### config.mk
export PLATFORM = sky130hd
export DESIGN_NAME = bist_controller
export DESIGN_NICKNAME = d
export VERILOG_FILES = /design/src/rtl/bist_controller.sv
export SDC_FILE = /design/constraint.sdc
export NUM_CORES = 1
export LEC_CHECK = 0
export BUFFER_PORTS_ARGS = -buffer_cell sky130_fd_sc_hd__buf_2
export CORE_ASPECT_RATIO = 1.2
export CORE_MARGIN = 2
export CORE_UTILIZATION = 39
export CTS_CLUSTER_SIZE = 10
export DETAILED_ROUTE_END_ITERATION = 8
export HOLD_SLACK_MARGIN = 0.06
export MAX_ROUTING_LAYER = met4
export PLACE_DENSITY = 0.66
export SYNTH_ARGS = -nofsm -noshare
export SYNTH_HDL_FRONTEND = slang
export SYNTH_SLANG_ARGS = --single-unit
### constraint.sdc
create_clock -name C -period 1.7 [get_ports C]
set_input_delay 0.17 -clock C [delete_from_list [all_inputs] [get_ports C]]
set_output_delay 0.17 -clock C [all_outputs]
set_load 0.02 [all_outputs]
### src/rtl/bist_controller.sv
// Built-in self-test controller: an LFSR drives pseudo-random patterns into a netlist,
// and a MISR compresses the responses into a signature that is compared with GOLDEN.
module bist_controller #(
  parameter int                    WIDTH        = 8,
  parameter int                    RESP_WIDTH   = 8,
  parameter logic [WIDTH-1:0]      TAPS         = 8'b10111000,
  parameter logic [RESP_WIDTH-1:0] MISR_TAPS    = 8'b10111000,
  parameter logic [WIDTH-1:0]      LFSR_SEED    = {{(WIDTH-1){1'b0}}, 1'b1},
  parameter logic [RESP_WIDTH-1:0] MISR_SEED    = {RESP_WIDTH{1'b0}},
  parameter int                    NUM_PATTERNS = 255,
  parameter int                    SETTLE       = 1,
  parameter logic [RESP_WIDTH-1:0] GOLDEN       = {RESP_WIDTH{1'b0}}
) (
  input  logic                              C,
  input  logic                              R,
  input  logic                              start,
  input  logic [RESP_WIDTH-1:0]             response,
  output logic [WIDTH-1:0]                  pattern,
  output logic                              busy,
  output logic                              done,
  output logic                              pass,
  output logic [RESP_WIDTH-1:0]             signature,
  output logic [$clog2(NUM_PATTERNS+1)-1:0] count
);

  localparam int CW = $clog2(NUM_PATTERNS + 1);
  localparam int SW = (SETTLE > 1) ? $clog2(SETTLE) : 1;
  // An all-zero seed would lock the LFSR, so it is replaced by 1.
  localparam logic [WIDTH-1:0] SEED_EFF =
    (LFSR_SEED == {WIDTH{1'b0}}) ? {{(WIDTH-1){1'b0}}, 1'b1} : LFSR_SEED;

  typedef enum logic [1:0] {
    IDLE    = 2'b00,
    APPLY   = 2'b01,
    CAPTURE = 2'b10,
    DONE    = 2'b11
  } state_t;

  function automatic logic [WIDTH-1:0] lfsr_step(input logic [WIDTH-1:0] v);
    return {v[WIDTH-2:0], ^(v & TAPS)};
  endfunction

  function automatic logic [RESP_WIDTH-1:0] misr_step(input logic [RESP_WIDTH-1:0] v,
                                                      input logic [RESP_WIDTH-1:0] rsp);
    return {v[RESP_WIDTH-2:0], ^(v & MISR_TAPS)} ^ rsp;
  endfunction

  state_t                  state_q, state_d;
  logic [WIDTH-1:0]        lfsr_q, lfsr_d;
  logic [RESP_WIDTH-1:0]   misr_q, misr_d;
  logic [CW-1:0]           count_q, count_d;
  logic [SW-1:0]           settle_q, settle_d;
  logic                    pass_q, pass_d;
  logic [RESP_WIDTH-1:0]   misr_next_s;

  // State and datapath registers with synchronous reset.
  always_ff @(posedge C) begin
    if (R) begin
      state_q  <= IDLE;
      lfsr_q   <= SEED_EFF;
      misr_q   <= MISR_SEED;
      count_q  <= {CW{1'b0}};
      settle_q <= {SW{1'b0}};
      pass_q   <= 1'b0;
    end else begin
      state_q  <= state_d;
      lfsr_q   <= lfsr_d;
      misr_q   <= misr_d;
      count_q  <= count_d;
      settle_q <= settle_d;
      pass_q   <= pass_d;
    end
  end

  assign misr_next_s = misr_step(misr_q, response);

  // Next-state and datapath update logic.
  always_comb begin
    state_d  = state_q;
    lfsr_d   = lfsr_q;
    misr_d   = misr_q;
    count_d  = count_q;
    settle_d = settle_q;
    pass_d   = pass_q;
    case (state_q)
      IDLE, DONE: begin
        if (start) begin
          state_d  = APPLY;
          lfsr_d   = SEED_EFF;
          misr_d   = MISR_SEED;
          count_d  = {CW{1'b0}};
          settle_d = {SW{1'b0}};
          pass_d   = 1'b0;
        end else begin
          state_d = state_q;
        end
      end
      APPLY: begin
        if (settle_q == SW'(SETTLE - 1)) begin
          state_d  = CAPTURE;
          settle_d = {SW{1'b0}};
        end else begin
          settle_d = settle_q + SW'(1);
        end
      end
      CAPTURE: begin
        misr_d  = misr_next_s;
        count_d = count_q + CW'(1);
        // The final pattern stays on the bus; pass is judged on the updated signature.
        if (count_q == CW'(NUM_PATTERNS - 1)) begin
          state_d = DONE;
          pass_d  = (misr_next_s == GOLDEN);
        end else begin
          state_d = APPLY;
          lfsr_d  = lfsr_step(lfsr_q);
        end
      end
      default: begin
        state_d = IDLE;
      end
    endcase
  end

  assign pattern   = lfsr_q;
  assign busy      = (state_q == APPLY) || (state_q == CAPTURE);
  assign done      = (state_q == DONE);
  assign pass      = pass_q;
  assign signature = misr_q;
  assign count     = count_q;

endmodule

==> results of run 1 <==
## metal layers
layer / track usage / up-vias
met5: - / -
met4: 0.0625 / 0
met3: 0.0194 / 4
met2: 0.266 / 24
met1: 0.208 / 503
li1: - / 567
## final timing paths
path / cells past startpoint / startpoint / endpoint
worst max-delay path: 6 / state_q[0] / count[3]
worst min-delay path: 4 / start / state_q[1]
worst max register to register: 6 / state_q[0] / count[3]
worst min register to register: 1 / pattern[0] / pattern[0]
## timing repair
| item | CTS | global route |
|---|---|---|
| endpoints found under the setup margin | 0 | 2 |
| buffers inserted | 0 | 0 |
| resized for setup | 0 | 1 |
## worst min-delay path: cells and delay by family
family | cells | cell delay [ps]
buf+inv | 1 | 120
simple gates | 1 | 40
compound gates | 2 | 140
## synth_stat cells, types with 2 or more instances
cell / count
dfxtp_1: 27
nor2_1: 24
a22oi_1: 15
xor2_1: 11
xnor2_1: 6
a21oi_1: 5
ha_1: 5
inv_1: 5
nand2_1: 4
nand4_1: 4
nor3_1: 4
o21ai_0: 3
and3_1: 2
clkbuf_1: 2
o31ai_1: 2
## state kept, by name, summed over array words and instances (netlist names)
register / cells
pattern: 8
state_q: 2
count: 8
pass: 1
signature: 8
## metrics by stage
stage | total power, mW | instance area (µm²) | std cells | hold slack, ps
floorplan | 1.41 | 1300 | 137 | 355
global placement | 1.66 | 1550 | 212 | 494
detailed placement | 1.68 | 1550 | 212 | 494
CTS | 1.96 | 1580 | 216 | 160
global route | 2.10 | 1580 | 216 | 198
finish | 1.94 | 1580 | 216 | 178
## cell families after synthesis
family,synth area share
AND/OR/NAND/NOR,0.178
AO/OA/AOI/OAI,0.177
flip-flops,0.421
XOR/XNOR,0.134
buffers and inverters,0.0244
adder cells (fa/ha/maj),0.0487
multiplexers,0.0166
## placed cells by master, fill, tap and decap left out, drive strengths merged, types with 2 or more instances in the layout
master / instances
ha: 5
o31ai: 2
xnor2: 6
and3: 2
a22oi: 15
buf: 42
xor2: 11
dfxtp: 27
clkbuf: 3
nand4: 4
a21oi: 5
nor2: 25
inv: 5
nor3: 4
o21ai: 4
nand2: 4
a211oi: 2
## area by class of cell
class | instances | share of cell area
inverters | 5 | 0.0119
clock buffers | 3 | 0.0142
clock inverters | 1 | 0.00316
flip-flops and latches | 27 | 0.342
multi-input cells | 102 | 0.460
well taps | 36 | 0.0285
repair buffers | 42 | 0.141
## power by group through the flow
stage	registers (mW)	logic (mW)	clock network (mW)
final	0.758	0.921	0.266
after global routing	0.767	1.03	0.304
after CTS	0.759	0.916	0.283
after detailed placement	0.773	0.911	0
after global placement	0.770	0.891	0
after floorplan	0.829	0.579	0
==> results.ini, run 1 <==
[sta]
tns_ps = 0
finalHoldViolations = 0
setup_violations = 0
rsz0062_at_grt = false
drv_slew = 0
setup_ws_ps = 162
finClkSkew_ps = 3.76
tightest_slew_ps = 418
relSlewSlack = 0.721
finalCriticalPeriod_ps = 1540
period_share = 0.904
fmax_mhz = 650

[routing]
wl_met1_um = 1280
firstDrtPassIters = 4
wl_um = 2760
wl_met2_um = 1340
post_drt_wl_per_cell_um = 12.8
ant_nets = 0
wl_met3_um = 102
drc = 0
highest_layer = met4
vias_per_cell = 5.08
dr.first_iter.drc_count = 28
vias = 1098

[floorplan]
die_y_um = 66.9
die_area_um2 = 3770
top_level_ports = 38
coreArea_um2 = 3110
rows = 22
start_util = 0.413
die-width_um = 56.4

[layout]
fillers = 302
layout-drive-gt1-share = 0.283
areaGrowthSynthToFinish_pct = 23.3
fin_nets = 197
diodes = 0
final_util = 0.509
seq_area_um2 = 541
multi_input_area_um2 = 728

[synthesis]
syn_avg_cell_area_um2 = 9.37
synthArstFlopShare = 0
synth-seq-cells = 27
syn-cell-area_um2 = 1280
yosysTopAreaCell = dfxtp_1
synth_cell_types = 33
synth_cells = 137
syn_nets = 153
synth_edf_count = 0
ys.flop_type = dfxtp_1
seq_area_frac_synth = 0.421
ys_top_cells_by_area = dfxtp_1 42%, a22oi_1 8.8%, xor2_1 7.5%
netlist.area_leader.share = 0.421
yosysWarnings = 0

[critical_path]
arrival_ps = 1800
cp-end-kind = flip-flop
max_stage_delay_ps = 350
crit_type = flip-flop to flip-flop
startpoint_type = flip-flop
crit_buf_inv = 2
critPathRequiredTime_ps = 1960
crit_slowest_cell = dfxtp_1
critPathTopFamily = flip-flops
crit_fanout = 10
reg2reg_slack_ps = 160
crit_chain = inv_1 -> ha_4 -> mux2i_1 -> buf_4 -> or3_1 -> a21oi_1

[power]
p_comb_frac = 0.473
switching_power_mw = 0.773
p_per_area_nw_per_um2 = 1230
seq_power_share = 0.390
leakage_nw = 0.712
peakVddDrop_v = 0.000908
p_sw_frac = 0.397
p_int_mw = 1.17
pwr-share-clk = 0.137

[flow_run]
max-cap-violations = 0

[placed_design]
dp_slack_ps = 111
hpwl_um = 2140
io_buffers = 37
gp_congestion = 0.798

[cts]
cts_sinks = 27
cts_hold_buf = 0
htree_num_levels = 1
clockBufferDepth = 2
cts-buffers-inserted = 3
worstSkewPairLatency_ps = 310
clk_pin_slew_ps = 130
cts_tree = done
root_buffer = clkbuf_4

[grt]
antenna_found_initial = 0
grt_start_max_net_pins = 24
grt_use_total = 0.163
grt_pass1_wl_um = 4740
overflow = 0
grt_pass1_vias = 1078

[outcome]
outcome = finished, final reports clean

[hold_path]
hold_class = input pin to flip-flop

Note: power is estimated with default switching activity, not from simulation.
==> inputs of run 2 (changes only) <==
--- a/config.mk
+++ b/config.mk
@@ -13,7 +13,7 @@
 export DETAILED_ROUTE_END_ITERATION = 8
 export HOLD_SLACK_MARGIN = 0.06
 export MAX_ROUTING_LAYER = met4
-export PLACE_DENSITY = 0.66
+export PLACE_DENSITY = 0.76
 export SYNTH_ARGS = -nofsm -noshare
 export SYNTH_HDL_FRONTEND = slang
 export SYNTH_SLANG_ARGS = --single-unit
==> run 2 against run 1 <==
Effect of this change:
- via count is 0.64% higher
- global-route usage is 1.7 points lower
- non-clock buffer count decreased by 2
- clock power is essentially flat
- fmax shrank 4.8%
- die area unchanged
- largest power group unchanged
==> results.ini, run 2 (synthesis results as in run 1) <==
[outcome]
outcome = finished, final reports clean

[floorplan]
rows = 22
die_y_um = 66.9
start_util = 0.413
die-width_um = 56.4
top_level_ports = 38
coreArea_um2 = 3110
die_area_um2 = 3770

[layout]
multi_input_area_um2 = 732
final_cell_mix = 37 x buf_2, 27 x dfxtp_1, 24 x nor2_1
fillers = 314
areaGrowthSynthToFinish_pct = 22.3
seq_area_um2 = 541
fin_nets = 195
layout-drive-gt1-share = 0.275
diodes = 0
layout_commonest_cell = buf_2
finalNonFillerCells = 214

[critical_path]
arrival_ps = 1840
critPathRequiredTime_ps = 1920
cp-end-kind = flip-flop
startpoint_type = flip-flop
crit_slowest_cell = dfxtp_1
critPathTopFamily = compound AO/OA/AOI/OAI gates
crit_fanout = 9
crit_type = flip-flop to flip-flop
max_stage_delay_ps = 350
crit_buf_inv = 1
crit_chain = inv_1 -> ha_4 -> mux2_4 -> o21ai_4 -> a21oi_1 -> a211o_1

[placed_design]
hpwl_um = 1990
dp_slack_ps = 38.1
dpl.cell_count = 210
gp_congestion = 0.791
io_buffers = 37

[routing]
firstDrtPassIters = 4
dr.first_iter.drc_count = 35
wl_um = 2690
wl_met3_um = 98
wl_met2_um = 1260
ant_nets = 0
vias_per_cell = 5.16
vias = 1105
highest_layer = met4
post_drt_wl_per_cell_um = 12.6
drc = 0
wl_met1_um = 1290

[grt]
grt_pass1_wl_um = 4170
overflow = 0
antenna_found_initial = 0
grt_start_max_net_pins = 24
grt_pass1_vias = 975
grt_use_total = 0.146

[sta]
relSlewSlack = 0.732
tightest_slew_ps = 402
rsz0062_at_grt = false
setup_violations = 0
period_share = 0.950
tns_ps = 0
hold_ws_ps = 187
drv_slew = 0
setup_ws_ps = 84.2
fmax_mhz = 619
finalHoldViolations = 0
finClkSkew_ps = 3.18
finalCriticalPeriod_ps = 1620

[cts]
htree_num_levels = 1
cts-buffers-inserted = 3
worstSkewPairLatency_ps = 310
cts_sinks = 27
root_buffer = clkbuf_4
clockBufferDepth = 2
clk_pin_slew_ps = 140
cts_tree = done
cts_setup_buffers = 0

[flow_run]
max-cap-violations = 0

[power]
peakVddDrop_v = 0.000951
leakage_nw = 0.697
p_per_area_nw_per_um2 = 1220

[hold_path]
hold_class = input pin to flip-flop

run 2: changes by cell type in the layout (fill, tap and decap cells not counted), sizes merged:
| cell | previous run | this run |
|---|---|---|
| clkinv | 1 | 0 |
| clkbuf | 3 | 4 |
| buf | 42 | 40 |
run 2: layout make-up:
cell class | instances | area share
tap | 36 | 0.0287
sequential | 27 | 0.344
inverter | 5 | 0.0120
timing repair buffer | 40 | 0.132
multi-input combinational | 102 | 0.466
clock buffer | 4 | 0.0167
run 2: power by group:
group | internal, mW | switching, mW | total [mW]
Clock | 0.0916 | 0.176 | 0.267
Combinational | 0.362 | 0.530 | 0.892
Sequential | 0.700 | 0.0581 | 0.758
run 2: worst reg2reg max path: stages, from the launching register on:
cell and delay, ps:
dfxtp_1 350, inv_1 70, ha_4 310, mux2_4 340
o21ai_4 120, a21oi_1 70, a211o_1 260
run 2: layer usage:
layer	global-route usage	vias up
li1	-	563
met2	0.237	26
met4	0.0804	0
met1	0.175	514
met5	-	-
met3	0.0233	2
run 2: timing repair:
item / CTS / global route
setup endpoints to repair: 0 / 7
hold buffers: 0 / 0
hold endpoints to repair: 0 / 0
gates resized for setup: 0 / 2
run 2: metrics by stage:
stage          power (mW)  instance area [µm²]  utilization
2_1_floorplan        1.41                 1300            -
3_3_place_gp         1.62                 1540        0.494
3_5_place_dp         1.63                 1540        0.494
4_1_cts              1.90                 1560        0.502
5_1_grt              2.04                 1570        0.505
6_report             1.92                 1570        0.505
run 2: final timing paths:
path	from	to	slack, ps	cells after the start
worst min-delay path	start	state_q[1]	190	4
worst max register to register	state_q[0]	pattern[0]	80	6
worst max-delay path	state_q[0]	pattern[0]	80	6
worst min register to register	pattern[0]	pattern[0]	520	1
